<file path="src/rtl/mux2x1_arb_if.sv">
// mux2x1_arb_if: bundle of the two upstream streams, the downstream stream
// and the grant vector for the mux2x1_arb round-robin arbiter.
//   i0_* / i1_*   : upstream sources (valid, data, last in; ready out of the arbiter)
//   y_*           : downstream stream (valid, data, last, src out; ready in)
//   gnt           : one-hot current grant, 00 while idle
// Modports:
//   slave  - arbiter view (consumes i0/i1, produces y and gnt)
//   master - environment view (drives sources and downstream ready)
interface mux2x1_arb_if #(
  parameter int WIDTH = 8
);
  logic             i0_valid;
  logic [WIDTH-1:0] i0_data;
  logic             i0_last;
  logic             i0_ready;

  logic             i1_valid;
  logic [WIDTH-1:0] i1_data;
  logic             i1_last;
  logic             i1_ready;

  logic             y_valid;
  logic [WIDTH-1:0] y_data;
  logic             y_last;
  logic             y_src;
  logic             y_ready;

  logic [1:0]       gnt;

  modport slave (
    input  i0_valid, i0_data, i0_last,
    output i0_ready,
    input  i1_valid, i1_data, i1_last,
    output i1_ready,
    output y_valid, y_data, y_last, y_src,
    input  y_ready,
    output gnt
  );

  modport master (
    output i0_valid, i0_data, i0_last,
    input  i0_ready,
    output i1_valid, i1_data, i1_last,
    input  i1_ready,
    input  y_valid, y_data, y_last, y_src,
    output y_ready,
    input  gnt
  );
endinterface

</file>
<file path="src/rtl/mux2x1_arb.sv">
// mux2x1_arb: two-requester round-robin packet arbiter driving the select of
// a registered 2:1 datapath mux. The grant is held for a whole packet and
// priority alternates after every release.
// Ports:
//   clk  - single clock, rising edge
//   rst  - synchronous active-high reset
//   bus  - mux2x1_arb_if.slave: i0_*/i1_* sources, y_* registered output,
//          gnt one-hot grant
// Parameters:
//   WIDTH     - data width
//   MAX_BEATS - burst cap (1..255), only used with MUX2X1_ARB_BURST_LIMIT_EN
// Optional feature macro: MUX2X1_ARB_BURST_LIMIT_EN
//   defined   - a grant is also released after MAX_BEATS accepted beats
//   undefined - a grant is released only on an accepted last beat
module mux2x1_arb #(
  parameter int WIDTH     = 8,
  parameter int MAX_BEATS = 4
) (
  input logic          clk,
  input logic          rst,
  mux2x1_arb_if.slave  bus
);

  typedef enum logic [1:0] {
    IDLE   = 2'b00,
    GRANT0 = 2'b01,
    GRANT1 = 2'b10
  } state_e;

  // Reject an out-of-range burst cap at elaboration time.
  if ((MAX_BEATS < 1) || (MAX_BEATS > 255)) begin : g_bad_max_beats
    $error("mux2x1_arb: MAX_BEATS must be in 1..255");
  end

  state_e           state_q, state_d;
  logic             prio_q, prio_d;
  logic             y_valid_q, y_valid_d;
  logic [WIDTH-1:0] y_data_q, y_data_d;
  logic             y_last_q, y_last_d;
  logic             y_src_q, y_src_d;

  logic             sel_s;
  logic             out_free_s;
  logic             mux_valid_s;
  logic [WIDTH-1:0] mux_data_s;
  logic             mux_last_s;
  logic             mux_ready_s;
  logic             acc_s;
  logic             release_s;
  logic             burst_done_s;
  logic             i0_ready_s;
  logic             i1_ready_s;
  logic [1:0]       gnt_s;

  // Select line of the datapath mux equals the granted index.
  assign sel_s       = (state_q == GRANT1);
  // The output register can take a beat when empty or being drained this cycle.
  assign out_free_s  = ~y_valid_q | bus.y_ready;
  assign mux_valid_s = sel_s ? bus.i1_valid : bus.i0_valid;
  assign mux_data_s  = sel_s ? bus.i1_data  : bus.i0_data;
  assign mux_last_s  = sel_s ? bus.i1_last  : bus.i0_last;
  assign mux_ready_s = sel_s ? i1_ready_s   : i0_ready_s;
  assign acc_s       = mux_valid_s & mux_ready_s;
  assign release_s   = acc_s & (mux_last_s | burst_done_s);

`ifdef MUX2X1_ARB_BURST_LIMIT_EN
  localparam int CNT_W = $clog2(MAX_BEATS + 1);
  localparam logic [CNT_W-1:0] CNT_LAST = CNT_W'(MAX_BEATS - 1);

  logic [CNT_W-1:0] beat_cnt_q, beat_cnt_d;

  // Beats accepted in the current grant; the beat that meets the cap releases.
  assign burst_done_s = (beat_cnt_q == CNT_LAST);

  // Beat counter next value: clear on release, count on accept.
  always_comb begin
    beat_cnt_d = beat_cnt_q;
    if (release_s) begin
      beat_cnt_d = {CNT_W{1'b0}};
    end else if (acc_s) begin
      beat_cnt_d = beat_cnt_q + CNT_W'(1);
    end else begin
      beat_cnt_d = beat_cnt_q;
    end
  end

  // Beat counter register.
  always_ff @(posedge clk) begin
    if (rst) begin
      beat_cnt_q <= {CNT_W{1'b0}};
    end else begin
      beat_cnt_q <= beat_cnt_d;
    end
  end
`else
  assign burst_done_s = 1'b0;
`endif

  // Next-state, grant/ready decode and output register next values.
  always_comb begin
    state_d    = state_q;
    prio_d     = prio_q;
    y_valid_d  = y_valid_q;
    y_data_d   = y_data_q;
    y_last_d   = y_last_q;
    y_src_d    = y_src_q;
    i0_ready_s = 1'b0;
    i1_ready_s = 1'b0;
    gnt_s      = 2'b00;

    case (state_q)
      IDLE: begin
        if (bus.i0_valid && bus.i1_valid) begin
          state_d = prio_q ? GRANT1 : GRANT0;
        end else if (bus.i0_valid) begin
          state_d = GRANT0;
        end else if (bus.i1_valid) begin
          state_d = GRANT1;
        end else begin
          state_d = IDLE;
        end
      end
      GRANT0: begin
        gnt_s      = 2'b01;
        i0_ready_s = out_free_s;
      end
      GRANT1: begin
        gnt_s      = 2'b10;
        i1_ready_s = out_free_s;
      end
      default: begin
        state_d = IDLE;
      end
    endcase

    // Output register: load on accept, drain when consumed, otherwise hold.
    if (acc_s) begin
      y_valid_d = 1'b1;
      y_data_d  = mux_data_s;
      y_last_d  = mux_last_s;
      y_src_d   = sel_s;
    end else if (bus.y_ready) begin
      y_valid_d = 1'b0;
    end else begin
      y_valid_d = y_valid_q;
    end

    // Release goes back through IDLE, so consecutive packets have one gap cycle.
    if (release_s) begin
      state_d = IDLE;
      prio_d  = ~sel_s;
    end else begin
      prio_d  = prio_q;
    end
  end

  // State, priority and output registers.
  always_ff @(posedge clk) begin
    if (rst) begin
      state_q   <= IDLE;
      prio_q    <= 1'b0;
      y_valid_q <= 1'b0;
      y_data_q  <= {WIDTH{1'b0}};
      y_last_q  <= 1'b0;
      y_src_q   <= 1'b0;
    end else begin
      state_q   <= state_d;
      prio_q    <= prio_d;
      y_valid_q <= y_valid_d;
      y_data_q  <= y_data_d;
      y_last_q  <= y_last_d;
      y_src_q   <= y_src_d;
    end
  end

  assign bus.i0_ready = i0_ready_s;
  assign bus.i1_ready = i1_ready_s;
  assign bus.gnt      = gnt_s;
  assign bus.y_valid  = y_valid_q;
  assign bus.y_data   = y_data_q;
  assign bus.y_last   = y_last_q;
  assign bus.y_src    = y_src_q;

endmodule

</file>
<file path="src/flat_wrapper.sv">
// flat-port wrapper written by rule: the top's interface ports become plain ports
module mux2x1_arb_flat 
#(
  parameter int WIDTH     = 8,
  parameter int MAX_BEATS = 4
)
  (clk, rst, bus_i0_valid, bus_i0_data, bus_i0_last, bus_i0_ready, bus_i1_valid, bus_i1_data, bus_i1_last, bus_i1_ready, bus_y_valid, bus_y_data, bus_y_last, bus_y_src, bus_y_ready, bus_gnt);
  mux2x1_arb_if #(.WIDTH(WIDTH)) bus_i ();
  input logic clk;
  input logic rst;
  input wire logic [$bits(bus_i.i0_valid)-1:0] bus_i0_valid;
  input wire logic [$bits(bus_i.i0_data)-1:0] bus_i0_data;
  input wire logic [$bits(bus_i.i0_last)-1:0] bus_i0_last;
  output wire logic [$bits(bus_i.i0_ready)-1:0] bus_i0_ready;
  input wire logic [$bits(bus_i.i1_valid)-1:0] bus_i1_valid;
  input wire logic [$bits(bus_i.i1_data)-1:0] bus_i1_data;
  input wire logic [$bits(bus_i.i1_last)-1:0] bus_i1_last;
  output wire logic [$bits(bus_i.i1_ready)-1:0] bus_i1_ready;
  output wire logic [$bits(bus_i.y_valid)-1:0] bus_y_valid;
  output wire logic [$bits(bus_i.y_data)-1:0] bus_y_data;
  output wire logic [$bits(bus_i.y_last)-1:0] bus_y_last;
  output wire logic [$bits(bus_i.y_src)-1:0] bus_y_src;
  input wire logic [$bits(bus_i.y_ready)-1:0] bus_y_ready;
  output wire logic [$bits(bus_i.gnt)-1:0] bus_gnt;
  assign bus_i.i0_valid = bus_i0_valid;
  assign bus_i.i0_data = bus_i0_data;
  assign bus_i.i0_last = bus_i0_last;
  assign bus_i0_ready = bus_i.i0_ready;
  assign bus_i.i1_valid = bus_i1_valid;
  assign bus_i.i1_data = bus_i1_data;
  assign bus_i.i1_last = bus_i1_last;
  assign bus_i1_ready = bus_i.i1_ready;
  assign bus_y_valid = bus_i.y_valid;
  assign bus_y_data = bus_i.y_data;
  assign bus_y_last = bus_i.y_last;
  assign bus_y_src = bus_i.y_src;
  assign bus_i.y_ready = bus_y_ready;
  assign bus_gnt = bus_i.gnt;
  mux2x1_arb #(.WIDTH(WIDTH), .MAX_BEATS(MAX_BEATS)) u_core (.clk(clk), .rst(rst), .bus(bus_i));
endmodule
</file>
<file path="config.mk">
export PLATFORM = sky130hd
export DESIGN_NAME = mux2x1_arb_flat
export DESIGN_NICKNAME = d
export VERILOG_FILES = /design/src/rtl/mux2x1_arb_if.sv /design/src/rtl/mux2x1_arb.sv /design/src/flat_wrapper.sv
export SDC_FILE = /design/constraint.sdc
export NUM_CORES = 1
export LEC_CHECK = 0
export BUFFER_PORTS_ARGS = -buffer_cell sky130_fd_sc_hd__buf_4
export CAP_MARGIN = 5
export CORE_ASPECT_RATIO = 0.9
export CORE_MARGIN = 5
export CORE_UTILIZATION = 49
export CTS_BUF_LIST = sky130_fd_sc_hd__clkbuf_4 sky130_fd_sc_hd__clkbuf_8 sky130_fd_sc_hd__clkbuf_16
export DETAILED_ROUTE_END_ITERATION = 12
export GPL_TIMING_DRIVEN = 1
export PLACE_DENSITY = 0.81
export RECOVER_POWER = 50
export SYNTH_ARGS = -nofsm -noshare
export SYNTH_HDL_FRONTEND = slang
export SYNTH_SLANG_ARGS = --single-unit
</file>
<file path="constraint.sdc">
create_clock -name clk -period 2.9 [get_ports clk]
set_input_delay 0.29 -clock clk [delete_from_list [all_inputs] [get_ports clk]]
set_output_delay 0.29 -clock clk [all_outputs]
set_load 0.1 [all_outputs]
</file>
After elaboration in Yosys (flattened, before gate mapping)
Index checks and enable logic that the tools add are counted.
- flip-flop bits (word level): 14
- bits of input ports: 23
- output and inout port bits: 15
- word-level logic and storage cells: 32
- muxes and demuxes: 14
- bitwise gates (word level): 5
- reduce and logical (&&, ||, !) cells: 5
- equal/unequal tests: 2
- operators by type and width (kind ; count):
    2-to-1 mux 2 bit ; 4
    2-to-1 mux 8 bit ; 1
    one-hot mux 2 bit (2 select lines) ; 2
    2-to-1 mux 1 bit ; 7
    OR reduction 2 bit ; 2
    bitwise AND 1 bit ; 2
    equality test 2 x 1 -> 1 bit, second input constant ; 1
    equality test 2 bit, second input constant ; 1
    zero test 2 bit ; 1
    inverter 1 bit ; 2
    nonzero test 2 bit ; 1
    logical AND 1 bit ; 1
    bitwise OR 1 bit ; 1

Depth between registers and ports, before layout
- depth after elaboration: 7
- depth in mapped cells: 6

Worst setup path after synthesis
No wires, ideal clock.
- kind: reg2out
- start: register u_core.state_q[1]
- end: output port bus_i0_ready
- buffers on the path: 0
- data arrival time: 2660 ps
- required time: 2610 ps
- cell stages (with the launch flop): 5
- slack: -50 ps
- cells stage by stage: dfxtp_1 -> inv_1 -> ha_1 -> inv_1 -> nor2_1
- word-level cells in the longest chain between the ends: 2
- ends and longest elaborated chain (what ; line ; source):
    start, declared ; mux2x1_arb.sv:35 ; state_e state_q, state_d;
    start signal, assigned ; mux2x1_arb.sv:167 ; state_q <= state_d;
    equality test 2 x 1 -> 1 bit ; mux2x1_arb.sv:111 ; case (state_q)
    2-to-1 mux 1 bit ; mux2x1_arb.sv:111 ;
    end, declared ; flat_wrapper.sv:14 ; output wire logic [$bits(bus_i.i0_ready)-1:0] bus_i0_ready;
Every way passes these cells.

Worst setup path in the final report
- start: register u_core.state_q[1]
- end: output port bus_gnt[0]
- word-level cells in the longest chain between the ends: 2
- elaborated cells between the ends (all ways): 3
- those cells by class: 2 x eq/ne; 1 x mux
- ends and longest elaborated chain (what ; line ; source):
    equality test 2 bit / equality test 2 x 1 -> 1 bit (equally long branches) ; mux2x1_arb.sv:111 ;
    one-hot mux 2 bit (2 select lines) * ; mux2x1_arb.sv:111 ;
    end, declared ; flat_wrapper.sv:24 ; output wire logic [$bits(bus_i.gnt)-1:0] bus_gnt;
Every way passes the cells marked *; elsewhere a longest branch is shown, timed or not.

==> metrics.yaml <==
status: "finished, final reports clean"
vias: 818
finalSetupViolCount: 0
seq_area_frac_synth_pct: 32.7
ant_nets: 0
yosys-top-cells-area: "dfxtp_1 33%, mux2_2 11%, a31oi_1 6.6%"
die_area_mm2: 0.00268
ys_types: 29
antennaDiodeCount: 0
post-place-ws_ns: 1.08
comb_power_share_pct: 50.1
cp_data_arrival_time_ns: 1.83
r2r_cells: 5
power_density_mw_per_mm2: 700
grt_pass1_vias: 808
cp-end-kind: "primary output"
maxSlewHeadroom_pct: 21.3
switching_share_pct: 49.1
firstDrtPassIters: 4
path_clk_slew_ns: 0.10
fmax_mhz: 471
power.switching_uw: 371
path_class: "flip-flop to primary output"
grt_antenna_before_repair: 0
cpMaxStageDelayCell: "clkbuf_1"
grt.total_usage_pct: 18.7
synthCells: 88
crit_chain: "inv_1, ha_1, clkbuf_1"
drt_iter0_markers: 17
std_cell_rows: 14
startpoint: "u_core.state_q[1]"
synth_top_area_cell: "dfxtp_1"
final.setup.tns_ns: 0
crit_fanout: 4
final_hold_viol_count: 0
min-delay-path-class: "input port to flip-flop"
holdBufCountCts: 0
clock_power_share_pct: 19.5
avgSynthCellArea_um2: 9.73
core-area_mm2: 0.00166
areaGrowthSynthToFinish_pct: 25.9
intPower_uw: 384
ys_ff_latch: 14
peakVddDrop_mv: 0.393
die_y_um: 49.6
final_nets: 150
ys_top_cells_by_count: "14 x dfxtp_1, 11 x nor3_1, 9 x a31oi_1, 9 x nor4_1, 8 x mux2_2"
synthArstFlopShare_pct: 0
grt_max_degree: 15
vias_per_cell: 5.60
wire_per_inst_um: 16.5
pin_count: 38
yosysWarnings: 0
fin_skew_ns: 0.00364
layout_setup_ws_ns: 0.775
fin_crit_sh_pct: 73.3
p_leak_nw: 0.405
cts.sinks: 14
htreeDepth: 1
initial_core_util_pct: 51.4
numPortBuffers: 37
routed_wirelength_um: 2400
synth_edf_count: 0
grt_pass1_wl_um: 3760
synth.most_common_cell: "dfxtp_1"
syn_nets: 115
crit_end: "bus_gnt[0]"
fillers: 152
rsz0062_at_grt: "false"
synth_ff_type: "dfxtp_1"
drc: 0
cp_data_required_time_ns: 2.61
die_w_um: 54.1
cts-root-buf: "clkbuf_4"
synth_top_area_share_pct: 32.7
rr_startpoint: "u_core.state_q[0]"
syn_area_um2: 856
finalCriticalPeriod_ns: 2.12
grt-ovfl-total: 0
cts_tree: "yes"
clkLatencyLatePin_ns: 0.28
worst_slew_pin_slew_ns: 1.19
maxCapViolations: 0
cpPeakStageDelay_ns: 0.88
cts_buffer_depth: 2
timing.rr.end: "u_core.prio_q"
hpwl_um: 1690
gp_congestion: 0.796
layout-drive-gt1-share_pct: 36.1
cts_resized: 0
numCtsBuffers: 3
worst-r2r-setup-slack_ns: 0.79
maxSlewViolCount: 0
pwr-share-seq_pct: 30.4
setup.worst_path.start_class: "flip-flop"
cts_setup_buffers: 0
## cells in the final DEF (no fill, tap or decap), types with 2 or more instances in the layout
cell type | synthesis | routed
nor4_1 | 9 | 9
inv_1 | 3 | 3
a31oi_1 | 9 | 9
nor2_2 | 1 | 2
buf_4 | 1 | 25
dfxtp_1 | 14 | 14
a32oi_1 | 2 | 2
nor2b_1 | 3 | 3
clkbuf_1 | 1 | 12
nor3_1 | 11 | 11
ha_1 | 4 | 4
mux2_4 | 2 | 2
clkbuf_4 | 0 | 3
a21oi_1 | 2 | 2
mux2_2 | 8 | 8
## worst min-delay path by stage
stage / start / to / slack [ns] / cells after the start
detailed placement: u_core.bus.y_src / u_core.bus.y_src / 0.47 / 2
CTS: rst / u_core.bus.y_valid / 0.28 / 2
floorplan: rst / u_core.bus.y_data[0] / 0.37 / 1
global route: rst / u_core.prio_q / 0.29 / 2
global placement: u_core.bus.y_src / u_core.bus.y_src / 0.46 / 2
finish: rst / u_core.prio_q / 0.28 / 2
## cells by family after synthesis
| family | count (synthesis) | synth area share, % |
|---|---|---|
| buffers and inverters | 10 | 10.2 |
| and+or+nand+nor | 33 | 22.4 |
| adders and majority gates | 4 | 5.85 |
| AOI/OAI and AO/OA | 16 | 13.2 |
| muxes | 11 | 15.6 |
| DFF | 14 | 32.7 |
## routing by layer
layer  GRT usage [%]  wire length (µm)  up-vias
met5               0                 0        -
met4            3.73                 8        0
met3            3.92               148        2
met2            30.6              1210       36
met1            25.0              1040      376
li1                -                 -      404
## sequential cells by signal, indices dropped and copies added, names as in the netlist
signal / count
u_core.prio_q: 1
u_core.bus.y_src: 1
u_core.state_q: 2
u_core.bus.y_valid: 1
u_core.bus.y_last: 1
u_core.bus.y_data: 8
## through the flow
| stage | cells | area, µm² | hold slack (ns) | total power, mW | utilization [%] |
|---|---|---|---|---|---|
| floorplan | 88 | 858 | 0.369 | 0.555 | - |
| global placement | 142 | 1090 | 0.456 | 0.623 | 65.5 |
| detailed placement | 142 | 1090 | 0.471 | 0.629 | 65.5 |
| CTS | 146 | 1130 | 0.279 | 0.776 | 67.7 |
| global route | 146 | 1080 | 0.289 | 0.787 | 64.7 |
| finish | 146 | 1080 | 0.281 | 0.754 | 64.7 |
## power groups by stage
| stage | logic [mW] | registers, mW | clock network, mW |
|---|---|---|---|
| after floorplan | 0.191 | 0.364 | 0 |
| after global placement | 0.390 | 0.233 | 0 |
| after detailed placement | 0.394 | 0.234 | 0 |
| after CTS | 0.397 | 0.229 | 0.149 |
| after global routing | 0.397 | 0.232 | 0.158 |
| final | 0.378 | 0.229 | 0.147 |
## layout make-up
| class | count | area, µm² | share of cell area, % |
|---|---|---|---|
| sequential | 14 | 280 | 26.0 |
| tap | 24 | 30.0 | 2.79 |
| timing repair buffer | 37 | 233 | 21.6 |
| inverter | 3 | 11.3 | 1.05 |
| clock buffer | 4 | 36.3 | 3.37 |
| multi-input combinational | 64 | 487 | 45.2 |
## critical path: cells and delay by family (launching register included)
family / cells / cell delay, ns
adder cells (fa/ha/maj): 1 / 0.23
buffers and inverters: 2 / 0.97
flip-flops: 1 / 0.35
Power figures use the tool's default switching activity.
